File: config.mk
export PLATFORM = sky130hd
export DESIGN_NAME = float_mult_pipe
export DESIGN_NICKNAME = d
export VERILOG_FILES = /design/src/rtl/float_mult_pipe.sv
export SDC_FILE = /design/constraint.sdc
export NUM_CORES = 1
export LEC_CHECK = 0
export ABC_CLOCK_PERIOD_IN_PS = 9200
export CAP_MARGIN = 20
export CORE_MARGIN = 2
export CORE_UTILIZATION = 32
export CTS_BUF_LIST = sky130_fd_sc_hd__clkbuf_8
export DETAILED_ROUTE_END_ITERATION = 10
export PLACE_DENSITY = 0.6
export SYNTH_ARGS = -nofsm -noshare
export SYNTH_HDL_FRONTEND = slang
export SYNTH_SLANG_ARGS = --single-unit
File: constraint.sdc
create_clock -name CLK -period 9.2 [get_ports CLK]
set_input_delay 2.3 -clock CLK [delete_from_list [all_inputs] [get_ports CLK]]
set_output_delay 2.3 -clock CLK [all_outputs]
set_load 0.005 [all_outputs]
File: src/rtl/float_mult_pipe.sv
// float_mult_pipe: 3-stage pipelined IEEE-754 style multiplier with RNE rounding and flush-to-zero.
// Define FPU_MULT_FLAGS_EN to add the {invalid, overflow, underflow, inexact} flags output.
module float_mult_pipe #(
  parameter int EXP_W = 5,
  parameter int FRAC_W = 10,
  localparam int FLOAT_W = 1 + EXP_W + FRAC_W
) (
  input  logic               CLK,
  input  logic               nRST,
  input  logic               in_valid,
  output logic               in_ready,
  input  logic [FLOAT_W-1:0] float1,
  input  logic [FLOAT_W-1:0] float2,
  output logic               out_valid,
  input  logic               out_ready,
`ifdef FPU_MULT_FLAGS_EN
  output logic [3:0]         flags,
`endif
  output logic [FLOAT_W-1:0] product
);

  localparam int MW   = FRAC_W + 1;
  localparam int PW   = 2 * MW;
  localparam int XW   = EXP_W + 2;
  localparam int BIAS = (1 << (EXP_W - 1)) - 1;
  localparam logic signed [XW-1:0] BIAS_X  = XW'(BIAS);
  localparam logic signed [XW-1:0] EXP_MAX = XW'((1 << EXP_W) - 1);
  localparam logic signed [XW-1:0] EXP_MIN = XW'(1);
  localparam logic [FLOAT_W-1:0] QNAN = {1'b0, {EXP_W{1'b1}}, 1'b1, {(FRAC_W-1){1'b0}}};

  function automatic logic rne_up(input logic lsb, input logic guard, input logic sticky);
    return guard & (sticky | lsb);
  endfunction

  logic stall;
  logic vld_p1_d, vld_p1_q, vld_p2_d, vld_p2_q, out_valid_d, out_valid_q;
  logic sign_p1_d, sign_p1_q, sign_p2_d, sign_p2_q;
  logic spc_p1_d, spc_p1_q, spc_p2_d, spc_p2_q;
  logic [FLOAT_W-1:0] spc_val_p1_d, spc_val_p1_q, spc_val_p2_d, spc_val_p2_q;
  logic signed [XW-1:0] exp_p1_d, exp_p1_q, exp_p2_d, exp_p2_q;
  logic [MW-1:0] mant_a_p1_d, mant_a_p1_q, mant_b_p1_d, mant_b_p1_q;
  logic [PW-1:0] prod_p2_d, prod_p2_q;
  logic [FLOAT_W-1:0] product_d, product_q;

  logic [EXP_W-1:0]  a_exp, b_exp;
  logic [FRAC_W-1:0] a_frac, b_frac;
  logic a_zero, a_inf, a_nan, b_zero, b_inf, b_nan, zero_x_inf;
  logic top, guard, sticky;
  logic [PW-2:0] norm;
  logic [MW-1:0] rnd;
  logic signed [XW-1:0] exp_r;

`ifdef FPU_MULT_FLAGS_EN
  logic inv_p1_d, inv_p1_q, inv_p2_d, inv_p2_q;
  logic ovf, unf, inexact;
  logic [3:0] flags_d, flags_q;
  assign flags = flags_q;
`endif

  assign stall     = out_valid_q & ~out_ready;
  assign in_ready  = ~stall;
  assign out_valid = out_valid_q;
  assign product   = product_q;

  // S1: unpack, classify, sign and biased exponent sum
  always_comb begin
    a_exp  = float1[FLOAT_W-2 -: EXP_W];
    b_exp  = float2[FLOAT_W-2 -: EXP_W];
    a_frac = float1[FRAC_W-1:0];
    b_frac = float2[FRAC_W-1:0];
    a_zero = (a_exp == '0);
    b_zero = (b_exp == '0);
    a_inf  = (a_exp == '1) && (a_frac == '0);
    b_inf  = (b_exp == '1) && (b_frac == '0);
    a_nan  = (a_exp == '1) && (a_frac != '0);
    b_nan  = (b_exp == '1) && (b_frac != '0);
    zero_x_inf = (a_zero & b_inf) | (a_inf & b_zero);

    vld_p1_d    = in_valid & in_ready;
    sign_p1_d   = float1[FLOAT_W-1] ^ float2[FLOAT_W-1];
    spc_p1_d    = a_nan | b_nan | a_inf | b_inf | a_zero | b_zero;
    if (a_nan | b_nan | zero_x_inf)
      spc_val_p1_d = QNAN;
    else if (a_inf | b_inf)
      spc_val_p1_d = {sign_p1_d, {EXP_W{1'b1}}, {FRAC_W{1'b0}}};
    else
      spc_val_p1_d = {sign_p1_d, {(FLOAT_W-1){1'b0}}};
    exp_p1_d    = XW'(a_exp) + XW'(b_exp) - BIAS_X;
    mant_a_p1_d = {1'b1, a_frac};
    mant_b_p1_d = {1'b1, b_frac};
`ifdef FPU_MULT_FLAGS_EN
    inv_p1_d = (a_nan & ~a_frac[FRAC_W-1]) | (b_nan & ~b_frac[FRAC_W-1]) | zero_x_inf;
`endif
  end

  // S2: mantissa multiply
  always_comb begin
    vld_p2_d     = vld_p1_q;
    sign_p2_d    = sign_p1_q;
    spc_p2_d     = spc_p1_q;
    spc_val_p2_d = spc_val_p1_q;
    exp_p2_d     = exp_p1_q;
    prod_p2_d    = PW'(mant_a_p1_q) * PW'(mant_b_p1_q);
`ifdef FPU_MULT_FLAGS_EN
    inv_p2_d = inv_p1_q;
`endif
  end

  // S3: normalise so the leading one sits at the top, then round-to-nearest-even and pack
  always_comb begin
    top    = prod_p2_q[PW-1];
    norm   = top ? prod_p2_q[PW-2:0] : {prod_p2_q[PW-3:0], 1'b0};
    guard  = norm[FRAC_W];
    sticky = |norm[FRAC_W-1:0];
    rnd    = {1'b0, norm[PW-2 -: FRAC_W]} + MW'(rne_up(norm[FRAC_W+1], guard, sticky));
    exp_r  = exp_p2_q + XW'(top) + XW'(rnd[FRAC_W]);

    out_valid_d = vld_p2_q;
    product_d   = {sign_p2_q, exp_r[EXP_W-1:0], rnd[FRAC_W-1:0]};
    if (spc_p2_q)
      product_d = spc_val_p2_q;
    else if (exp_r >= EXP_MAX)
      product_d = {sign_p2_q, {EXP_W{1'b1}}, {FRAC_W{1'b0}}};
    else if (exp_r < EXP_MIN)
      product_d = {sign_p2_q, {(FLOAT_W-1){1'b0}}};
`ifdef FPU_MULT_FLAGS_EN
    ovf     = ~spc_p2_q & (exp_r >= EXP_MAX);
    unf     = ~spc_p2_q & (exp_r < EXP_MIN);
    inexact = ~spc_p2_q & (guard | sticky | ovf | unf);
    flags_d = {inv_p2_q & spc_p2_q, ovf, unf, inexact};
`endif
  end

  always_ff @(posedge CLK or negedge nRST) begin
    if (!nRST) begin
      vld_p1_q    <= 1'b0;
      vld_p2_q    <= 1'b0;
      out_valid_q <= 1'b0;
      product_q   <= '0;
`ifdef FPU_MULT_FLAGS_EN
      flags_q     <= '0;
`endif
    end else if (!stall) begin
      vld_p1_q    <= vld_p1_d;
      vld_p2_q    <= vld_p2_d;
      out_valid_q <= out_valid_d;
      product_q   <= product_d;
`ifdef FPU_MULT_FLAGS_EN
      flags_q     <= flags_d;
`endif
    end
  end

  // Datapath registers are qualified by the valid bits, so they carry no reset
  always_ff @(posedge CLK) begin
    if (!stall) begin
      sign_p1_q    <= sign_p1_d;
      spc_p1_q     <= spc_p1_d;
      spc_val_p1_q <= spc_val_p1_d;
      exp_p1_q     <= exp_p1_d;
      mant_a_p1_q  <= mant_a_p1_d;
      mant_b_p1_q  <= mant_b_p1_d;
      sign_p2_q    <= sign_p2_d;
      spc_p2_q     <= spc_p2_d;
      spc_val_p2_q <= spc_val_p2_d;
      exp_p2_q     <= exp_p2_d;
      prod_p2_q    <= prod_p2_d;
`ifdef FPU_MULT_FLAGS_EN
      inv_p1_q     <= inv_p1_d;
      inv_p2_q     <= inv_p2_d;
`endif
    end
  end

endmodule

Word level (Yosys, flattened, before mapping)
Cells that the tools add are included.
Widths: inputs -> output; s select.
- register bits: 111
- $add $sub $neg: 5
- multiply operators: 1
- magnitude comparators: 2
- equal/unequal tests: 2
- mux-type cells: 5
- bitwise gates (word level): 17
- reduce and logical (&&, ||, !) cells: 11
- operator list (operator ; number):
    $mux 15 ; 3
    $mul 11x11->22 ; 1
    $mux 21 ; 1
    $logic_not 10->1 ; 2
    $reduce_bool 10->1 ; 2
    $mux 16 ; 1
    $add 7x1->7 ; 2
    $add 10x1->11 ; 1
    $eq 5x5->1 const B ; 2
    $logic_not 5->1 ; 2
    $reduce_or 10->1 ; 1
    $or 1x1->1 ; 9
    $ge 7x6->1 const B ; 1
    $lt 7x2->1 const B ; 1
    $sub 6x4->7 const B ; 1
    $add 5x5->6 ; 1
    $and 1x1->1 ; 5
    $logic_and 1x1->1 ; 4
    $not 1->1 ; 2
    $xor 1x1->1 ; 1

Longest topological paths before layout
Gate-level depths: netlist (run 1).
- word-level depth: 10
- mapped depth: 19

Worst setup path after synthesis (run 1)
Ideal clock, no wire load.
- kind: in2out
- start: input port out_ready
- end: output port in_ready
- arrival: 2.905 ns
- data required time: 6.900 ns
- slack: 3.995 ns
- cell stages on the path: 3
- buffers on the path: 1
- path through: nor2b_1 -> inv_1 -> buf_6
- longest elaborated chain between the ends: 3
- RTL lines (element ; line ; RTL):
    start, declared ; 15 ; input logic out_ready,
    $not 1->1 ; 60 ; assign stall = out_valid_q & ~out_ready;
    $and 1x1->1 ; 60 ;
    $not 1->1 ; 61 ; assign in_ready = ~stall;
    end, declared ; 11 ; output logic in_ready,
Every way passes these cells.

Worst setup path after layout (run 1)
Ends and elaborated chain as after synthesis.

==> results.rst, run 1 <==
.. list-table::
   :header-rows: 1

   * - Metric
     - Value
   * - Result of the run
     - finished, final reports clean
   * - Final Max Slew Viols
     - 0
   * - Pin count of the biggest net entering global routing
     - 79
   * - Final routed wire length divided by cell count
     - around 14 um
   * - CTS tree
     - yes
   * - Global routing usage summed across all routing layers
     - around an eighth
   * - Net count after synthesis
     - 941
   * - Largest driver fanout on the critical path
     - 23
   * - CP arrival
     - around 3600 ps
   * - Worst hold path type
     - flop to flop
   * - Post-synthesis cell type with the largest combined area
     - edfxtp_1
   * - Area share of the largest cell type after synthesis
     - between 20% and 30%
   * - # rows
     - 56
   * - Worst reg2reg setup slack
     - 3700 ps
   * - Yosys synthesis warning count
     - 0
   * - Effective utilization at floorplan
     - around a third
   * - Final setup TNS
     - 0 ps
   * - I/O pin total
     - 54
   * - Normalized max-slew margin
     - 35.89%
   * - DRC violations left
     - 0
   * - Remaining number of nets flagged by the antenna check after routing
     - 0
   * - DP Wirelength
     - roughly 12 mm
   * - Reg2reg end
     - prod_p2_q[21]
   * - Longest Clk Path Bufs
     - 2
   * - Area of the mapped netlist
     - around 7700 um2
   * - Die Height
     - 159.1 um
   * - Most used cells in the layout excluding fill and tap cells
     - inv_1, nand2_1, fa_1, ha_1, edfxtp_1
   * - Vias post-DR
     - between 5000 and 6000
   * - Hold path depth
     - 0
   * - Crit Reg-Reg Startpoint
     - mant_b_p1_q[9]
   * - Number of H-tree levels
     - 3
   * - Share of final-layout standard cells stronger than drive strength 1
     - around 3.8%
   * - Worst setup path class
     - input pin to output pin
   * - Fraction of registers with async set/reset
     - 22.35%
   * - Total detailed-routing wirelength
     - 15.56 mm
   * - Signed area change from the synthesized netlist to the final layout
     - 13.45%
   * - Critical Path RT
     - between 6000 and 7000 ps
   * - Vias in the first global route
     - ~5400
   * - Most frequently used flop master after synthesis
     - edfxtp_1
   * - Most frequent standard cell in the layout excluding fill and tap cells
     - inv_1
   * - Clock period minus final worst setup slack
     - a little under 6000 ps
   * - Source of the worst hold timing path
     - exp_p1_q[5]
   * - Ant diodes
     - 0
   * - Detailed router's first-iteration violation count
     - about 230
   * - Upper clock frequency limit
     - approximately 170 MHz
   * - Synthesis-stage register bit count
     - 85
   * - Transition time of the tightest slew-check pin
     - slightly below 1000 ps
   * - Cells resized by post-CTS repair
     - 0
   * - Wire length of the first global-routing pass
     - 26.61 mm
   * - Clk_skew
     - between 10 and 15 ps
   * - Register clock-pin slew on the reported worst setup and hold paths
     - roughly 90 ps
   * - Buffers inserted during post-CTS setup optimization
     - 0
   * - Placer Congestion
     - 0.8103
   * - Insertion delay of the later-clocked pin in the worst-skew pair
     - 390 ps
   * - Root Buffer Master
     - clkbuf_8
   * - Post-synth EDFFs
     - 66
   * - Portion of the post-synthesis area used by sequential elements
     - 31.94%
   * - Number of antenna violations at the first check in global routing
     - 0
   * - Number of port buffers
     - 53
   * - Syn Area/Cell
     - between 10 and 15 um2
   * - Post-route fraction of the period consumed by the critical path
     - ~64%
   * - Die ar.
     - 25300 um2
   * - CTS buffer count
     - 9
   * - Critical Path End Type
     - output pin
   * - Unrepaired setup endpoints after global routing
     - false
   * - Count of hold buffers inserted by post-cts repair
     - 0
   * - Die outline width
     - about 160 um
   * - Terminating pin of the worst hold path
     - exp_p2_q[5]
   * - Average via count per standard cell
     - about 4.6
   * - Total number of nets in the final design
     - between 900 and 1000
   * - Cells on worst reg2reg path
     - 18
   * - Count of clock tree sinks
     - 85
   * - Placeable core region
     - about 24000 um2
   * - Number of failing setup endpoints in the final timing report
     - 0
   * - Overflow left after global routing
     - 0
   * - Startpoint type of the worst setup path
     - input pin
   * - Post-synthesis cell type count
     - 58
   * - Fin. Hold Viols
     - 0
   * - Largest cells by area after synthesis
     - edfxtp_1, fa_1, ha_1
   * - Number of optimization iterations in the first detailed-route pass
     - 5
   * - Number of standard cells after synthesis
     - around 750
   * - Total of max-cap violations
     - 0
-- registers in the layout (all words and copies together) (netlist names) --
register,cells
out_valid,1
mant_a_p1_q,10
sign_p1_q,1
out_valid_d,1
sign_p2_q,1
exp_p1_q,7
mant_b_p1_q,10
spc_p1_q,1
exp_p2_q,7
spc_val_p2_q,3
prod_p2_q,22
spc_p2_q,1
vld_p1_q,1
product,16
spc_val_p1_q,3
-- cells by family after synthesis --
family,share of synthesized area [%]
AO/OA/AOI/OAI,7.611
XOR/XNOR,4.098
adder cells (fa/ha/maj),32.72
buffers and inverters,7.904
flip-flops,31.94
multiplexers,1.220
AND/OR/NAND/NOR,14.51
-- worst max path at each step --
stage,from,to,slack (ps)
5_1_grt,out_ready,in_ready,3170
2_1_floorplan,out_ready,in_ready,3990
3_3_place_gp,out_ready,in_ready,3260
4_1_cts,out_ready,in_ready,3260
6_report,out_ready,in_ready,3280
3_5_place_dp,out_ready,in_ready,3270
-- final cells by class --
cell class / instances / area (um2)
Sequential cell: 85 / 2457
Clock inverter: 7 / 101.3
Timing Repair Buffer: 56 / 553.0
Clock buffer: 9 / 123.9
Tap cell: 319 / 399.1
Fill cell: 2415 / 14810
Multi-Input combinational cell: 516 / 4628
Inverter: 124 / 465.4
-- through the flow --
step / utilization [%] / worst slack (ps) / hold slack (ps) / std cells / instance area [um2]
6_report: 37.07 / 3279 / 426.2 / 1116 / 8728
5_1_grt: 37.07 / 3175 / 439.0 / 1116 / 8728
4_1_cts: 37.07 / 3259 / 427.9 / 1116 / 8728
3_5_place_dp: 36.12 / 3274 / 405.4 / 1100 / 8503
3_3_place_gp: 36.12 / 3263 / 400.9 / 1100 / 8503
2_1_floorplan: - / 3995 / 400.3 / 753 / 7694
-- Yosys cell counts (all sizes together), types with 8 or more instances --
library cell and instances:
nor2b 8, nand2 94, dfrtp 19, a21oi 40, o21ai 13, nand3 15, xor2 14, edfxtp 66
ha 70, clkbuf 21, nor4 8, fa 82, xnor2 22, inv 124, nor2 37, and2 33
-- critical path, stage by stage --
cell and delay (ps):
clkdlybuf4s50_1 400, nor2b_1 120, buf_4 260, inv_2 90
clkdlybuf4s50_1 450
-- metal layers --
metal / vias up / track usage, % / wire length, um
met5: - / 0 / 0
met4: 0 / 3.182 / 146
li1: 2551 / - / -
met3: 9 / 2.370 / 575
met1: 2509 / 17.44 / 7480
met2: 87 / 21.50 / 7361
Power of run 1 is left out: the tool's default activity adds up to more than one toggle a clock period on the data nets, which glitch-free logic cannot reach.
==> run 2, diff against run 1 <==
- ABC_CLOCK_PERIOD_IN_PS: 9200 -> 5100
- PLACE_DENSITY: 0.6 -> 0.61
- clock period: 9.2 -> 5.1 ns (I/O delays scaled with it)
==> results.rst, run 2 (synthesis results as in run 1) <==
.. list-table::
   :header-rows: 1

   * - Metric
     - Value
   * - Clock period minus final worst setup slack
     - between 4000 and 5000 ps
   * - Worst hold slack
     - approximately 430 ps
   * - Total of max-cap violations
     - 0
   * - Die outline width
     - roughly 160 um
   * - Remaining number of nets flagged by the antenna check after routing
     - 0
   * - Final routed wire length divided by cell count
     - 13.49 um
   * - Count of hold buffers inserted by post-cts repair
     - 0
   * - Ant diodes
     - 0
   * - Final Max Slew Viols
     - 0
   * - Final setup TNS
     - 0 ps
   * - Vias post-DR
     - ~5300
   * - Pin count of the biggest net entering global routing
     - roughly 80
   * - Unrepaired setup endpoints after global routing
     - true
   * - Number of antenna violations at the first check in global routing
     - 0
   * - Critical Path End Type
     - flop
   * - Reg2reg end
     - prod_p2_q[20]
   * - Insertion delay of the later-clocked pin in the worst-skew pair
     - around 380 ps
   * - Largest driver fanout on the critical path
     - 6
   * - Detailed router's first-iteration violation count
     - roughly 370
   * - Register clock-pin slew on the reported worst setup and hold paths
     - ~90 ps
   * - Wire length of the first global-routing pass
     - between 20 and 30 mm
   * - Effective utilization at floorplan
     - 32.68%
   * - Global routing usage summed across all routing layers
     - around 13%
   * - Most frequent standard cell in the layout excluding fill and tap cells
     - inv_1
   * - Fin. Hold Viols
     - 0
   * - Vias in the first global route
     - 5378
   * - Average via count per standard cell
     - between 4 and 5
   * - Min setup slack post-route
     - just under 200 ps
   * - Most flops, register
     - prod_p2_q
   * - Most used cells in the layout excluding fill and tap cells
     - inv_1, nand2_1, fa_1, ha_1, edfxtp_1
   * - Total number of nets in the final design
     - 1034
   * - Terminating pin of the worst hold path
     - spc_val_p2_q[9]
   * - Post-route fraction of the period consumed by the critical path
     - 96.11%
   * - Pre-CTS WS
     - -159.3 ps
   * - Final Instance Count excl. Fillers
     - 1170
   * - Placeable core region
     - ~24000 um2
   * - # rows
     - between 50 and 60
   * - Startpoint type of the worst setup path
     - flop
   * - Die Height
     - ~160 um
   * - Hold path depth
     - 0
   * - Number of flip-flops in the largest register
     - 22
   * - DP Wirelength
     - around 13 mm
   * - Signed area change from the synthesized netlist to the final layout
     - 19.89%
   * - Critical Path RT
     - 5240 ps
   * - Number of port buffers
     - 53
   * - Upper clock frequency limit
     - 204.0 MHz
   * - Worst setup path class
     - flop to flop
   * - Worst hold path type
     - flop to flop
   * - Share of final-layout standard cells stronger than drive strength 1
     - roughly 13%
   * - Root Buffer Master
     - clkbuf_8
   * - Transition time of the tightest slew-check pin
     - approximately 950 ps
   * - Number of optimization iterations in the first detailed-route pass
     - 5
   * - Cell total after placement
     - around 1100
   * - CTS buffer count
     - 9
   * - Total detailed-routing wirelength
     - 15.78 mm
   * - Overflow left after global routing
     - 0
   * - Crit Reg-Reg Startpoint
     - mant_a_p1_q[5]
   * - Clk_skew
     - 13.08 ps
   * - Longest Clk Path Bufs
     - 2
   * - I/O pin total
     - 54
   * - CP arrival
     - just over 5000 ps
   * - Placer Congestion
     - 0.9290
   * - Count of clock tree sinks
     - 85
   * - DRC violations left
     - 0
   * - Die ar.
     - between 20000 and 30000 um2
   * - Worst reg2reg setup slack
     - around 200 ps
   * - Number of H-tree levels
     - 3
   * - Source of the worst hold timing path
     - spc_val_p1_q[9]
   * - Normalized max-slew margin
     - between 30% and 40%
   * - CTS tree
     - yes
   * - Cells on worst reg2reg path
     - 16
   * - Number of failing setup endpoints in the final timing report
     - 0
   * - Result of the run
     - finished, final reports clean
run 2: cell types whose count changed in the layout (fill, tap and decap cells not counted), sizes merged:
| cell | delta |
|---|---|
| clkinv | -3 |
| clkbuf | +1 |
| buf | +54 |
| bufinv | -2 |
| inv | +4 |
run 2: final cells by class:
class                      instances  area (um2)
multi-input combinational        516        4738
clock buffer                      10       137.6
timing repair buffer             110       978.4
inverter                         124       465.4
tap                              319       399.1
fill                            2377       14320
sequential                        85        2457
clock inverter                     6       47.55
run 2: through the flow:
step / instance area [um2] / utilization (%)
final: 9224 / 39.18
after global routing: 9224 / 39.18
after CTS: 9024 / 38.33
after detailed placement: 8793 / 37.35
after global placement: 8793 / 37.35
after floorplan: 7694 / -
run 2: worst max-delay path by stage:
stage                                to           start  cells past startpoint
after floorplan           prod_p2_q[20]  mant_b_p1_q[8]                     18
final                     prod_p2_q[20]  mant_a_p1_q[5]                     16
after global routing      prod_p2_q[20]  mant_a_p1_q[5]                     16
after detailed placement  prod_p2_q[20]  mant_a_p1_q[3]                     16
after global placement    prod_p2_q[20]  mant_b_p1_q[7]                     16
after CTS                 prod_p2_q[20]  mant_a_p1_q[2]                     17
run 2: routing by layer:
layer | GRT usage, % | routed length, um
met3 | 1.928 | 551
met4 | 3.554 | 286
met5 | 0 | 0
met2 | 21.26 | 7427
met1 | 17.48 | 7512
run 2: what timing repair did:
action                                  CTS  global route
setup buffers                             4            13
pin swaps                                 0            24
resized for setup                         4            27
endpoints found under the setup margin    2             8
run 2: critical path, cell delays in order, from the launching register on:
cell,delay (ps)
edfxtp_1,510
buf_6,170
and2_4,130
fa_1,480
fa_1,580
fa_1,430
fa_1,500
inv_2,40
fa_1,510
inv_2,50
ha_4,260
o211ai_1,100
nor3_2,260
a21oi_2,130
o31ai_4,310
a21oi_2,90
xnor2_1,130
Power of run 2 is left out for the same reason.
==> run 3, diff against run 2 <==
- ABC_AREA: default -> 1
==> results.rst, run 3 <==
.. list-table::
   :header-rows: 1

   * - Metric
     - Value
   * - Pin count of the biggest net entering global routing
     - 59
   * - Vias post-DR
     - between 5000 and 6000
   * - Met1 Usage GRT
     - 17.01%
   * - Synthesized-area fraction occupied by xor and xnor cells
     - 3.094%
   * - Insertion delay of the later-clocked pin in the worst-skew pair
     - 380 ps
   * - Most utilized layer in the global route result
     - met2
   * - Number of optimization iterations in the first detailed-route pass
     - 4
   * - Effective utilization at floorplan
     - approximately 33%
   * - Critical Path End Type
     - flop
   * - Simple-gate share of the synthesized area
     - 17.22%
   * - Worst setup path class
     - flop to flop
   * - Post-synthesis cell type with the largest combined area
     - edfxtp_1
   * - Die outline width
     - around 160 um
   * - Wire length of the first global-routing pass
     - 27.29 mm
   * - Number of flip-flops in the largest register
     - 22
   * - Critical Path RT
     - 5230 ps
   * - Global routing usage summed across all routing layers
     - about an eighth
   * - Transition time of the tightest slew-check pin
     - 1016 ps
   * - Fin. Hold Viols
     - 0
   * - Most frequently used flop master after synthesis
     - edfxtp_1
   * - Yosys synthesis warning count
     - 0
   * - Final Max Slew Viols
     - 0
   * - Upper clock frequency limit
     - 203.8 MHz
   * - Fraction of registers with async set/reset
     - 22.35%
   * - Area share of the largest cell type after synthesis
     - between 20% and 30%
   * - Post-synthesis mux area share
     - 0%
   * - Count of clock tree sinks
     - 85
   * - Number of failing setup endpoints in the final timing report
     - 0
   * - Launching instance or port of the critical path
     - mant_a_p1_q[4]
   * - Most frequent cell after synthesis
     - inv_1
   * - Largest cells by area after synthesis
     - edfxtp_1, fa_1, ha_1
   * - Met3 Resource Use GR
     - 2.183%
   * - Detailed router's first-iteration violation count
     - between 300 and 400
   * - Portion of the post-synthesis area used by sequential elements
     - between 30 and 40%
   * - Top cell types by occurrence after synthesis
     - inv_1, nand2_1, fa_1
   * - Largest driver fanout on the critical path
     - 8
   * - Final routed wire length divided by cell count
     - 12.63 um
   * - Syn Area/Cell
     - approximately 8.9 um2
   * - Share of final-layout standard cells stronger than drive strength 1
     - between 8 and 9%
   * - Pre-CTS WS
     - around 140 ps
   * - Main combinational cell family by area after synthesis
     - adder cells
   * - Synthesis-stage register bit count
     - 85
   * - CTS buffer count
     - 9
   * - Post-route standard cell area excluding fillers
     - between 9000 and 10000 um2
   * - Longest Clk Path Bufs
     - 2
   * - CTS tree
     - yes
   * - Remaining number of nets flagged by the antenna check after routing
     - 0
   * - Overflow left after global routing
     - 0
   * - I/O pin total
     - between 50 and 60
   * - Total detailed-routing wirelength
     - 16.21 mm
   * - Result of the run
     - finished, final reports clean
   * - Number of port buffers
     - 53
   * - Die Height
     - about 160 um
   * - Cell area reported after detailed placement
     - 8876 um2
   * - Worst hold path type
     - flop to flop
   * - Normalized max-slew margin
     - 32.03%
   * - Number of standard cells after synthesis
     - slightly below 900
   * - Number of H-tree levels
     - 3
   * - Met2 GRT Util
     - 22.61%
   * - Post-synthesis compound-gate area fraction
     - 5.430%
   * - Count of hold buffers inserted by post-cts repair
     - 0
   * - DRC violations left
     - 0
   * - Post-route fraction of the period consumed by the critical path
     - between 90% and 100%
   * - Die ar.
     - about 26000 um2
   * - Clock period minus final worst setup slack
     - between 4000 and 5000 ps
   * - # rows
     - 57
   * - CP arrival
     - slightly above 5000 ps
   * - Most frequent standard cell in the layout excluding fill and tap cells
     - inv_1
   * - Ant diodes
     - 0
   * - Placeable core region
     - 24320 um2
   * - Total number of nets in the final design
     - ~1100
   * - Total of max-cap violations
     - 0
   * - Startpoint type of the worst setup path
     - flop
   * - Arithmetic-cell share of the synthesized area counting full adders, half adders and majority gates
     - 31.76%
   * - Final Instance Count excl. Fillers
     - approximately 1300
   * - DP Wirelength
     - around 13 mm
   * - Clk_skew
     - 12.36 ps
   * - Source of the worst hold timing path
     - exp_p1_q[2]
   * - Worst reg2reg setup slack
     - about 190 ps
   * - Average via count per standard cell
     - 4.384
   * - Min setup slack post-route
     - 193.7 ps
   * - Vias in the first global route
     - between 5000 and 6000
   * - Area of the mapped netlist
     - roughly 7900 um2
   * - Placer Congestion
     - 0.8697
   * - Number of antenna violations at the first check in global routing
     - 0
   * - Post-synthesis cell type count
     - 42
   * - Post-synth EDFFs
     - 66
   * - Net count after synthesis
     - approximately 1100
   * - Most flops, register
     - prod_p2_q
   * - Register clock-pin slew on the reported worst setup and hold paths
     - 100 ps
   * - Signed area change from the synthesized netlist to the final layout
     - 16.35%
   * - Most used cells in the layout excluding fill and tap cells
     - inv_1, nand2_1, fa_1, ha_1, edfxtp_1
   * - Root Buffer Master
     - clkbuf_8
   * - Cell total after placement
     - approximately 1300
   * - Crit Reg-Reg Startpoint
     - mant_a_p1_q[4]
   * - Worst hold slack
     - around 430 ps
==> run 3: changes by cell type after synthesis, sizes merged, moves of 7 or more <==
cell	before	now
nor2b	8	0
and2	33	0
nand2	94	209
inv	124	213
xnor2	22	11
a21oi	40	22
nand3	15	31
nor2	37	53
o21ai	13	32
o31ai	7	0
==> run 3: layout make-up <==
cell class                 count  area (um2)
fill                        2411       15100
multi-input combinational    563        4592
sequential                    85        2457
inverter                     214       804.5
timing repair buffer          81       738.2
tap                          324       405.4
clock buffer                   9       123.9
clock inverter                 7       101.3
==> run 3: critical path, cell delays in order, from the launching register on <==
cell and delay (ps):
edfxtp_1 550, buf_4 180, buf_4 100, nand2_1 60
fa_1 500, fa_1 470, fa_1 570, fa_1 440
fa_1 540, inv_1 40, ha_1 380, nand2_1 130
nor2_1 170, nand3_1 100, nand3_1 160, a21oi_1 100
xor2_1 160
==> run 3: per-layer routing <==
| layer | vias up | wire length (um) |
|---|---|---|
| met2 | 93 | 7774 |
| met5 | - | 0 |
| met1 | 2654 | 7428 |
| li1 | 2859 | - |
| met3 | 19 | 729 |
| met4 | 0 | 272 |
==> run 3: path summary, 6_finish.rpt <==
| path | to | cells past startpoint |
|---|---|---|
| setup / recovery | prod_p2_q[18] | 16 |
| hold / removal | exp_p2_q[2] | 0 |
| setup reg to reg | prod_p2_q[18] | 16 |
| hold reg to reg | exp_p2_q[2] | 0 |
| max in group asynchronous | product[0] | 1 |
| min in group asynchronous | product[6] | 1 |
==> run 3: what timing repair did <==
item | 4_1_cts | 5_1_grt
resized for setup | 0 | 10
setup buffers | 0 | 12
setup endpoints to repair | 0 | 8
==> run 3: cells by family after synthesis <==
group | after synthesis
compound gates | 68
simple gates | 315
buf+inv | 238
fa+ha+maj | 152
xor+xnor | 28
flops | 85
==> run 3: stage by stage <==
stage	util, %	setup TNS, ps
after global placement	36.50	0
final	37.92	0
after floorplan	-	0
after global routing	37.92	-37.86
after CTS	37.42	0
after detailed placement	36.50	0
Power of run 3 is left out for the same reason.
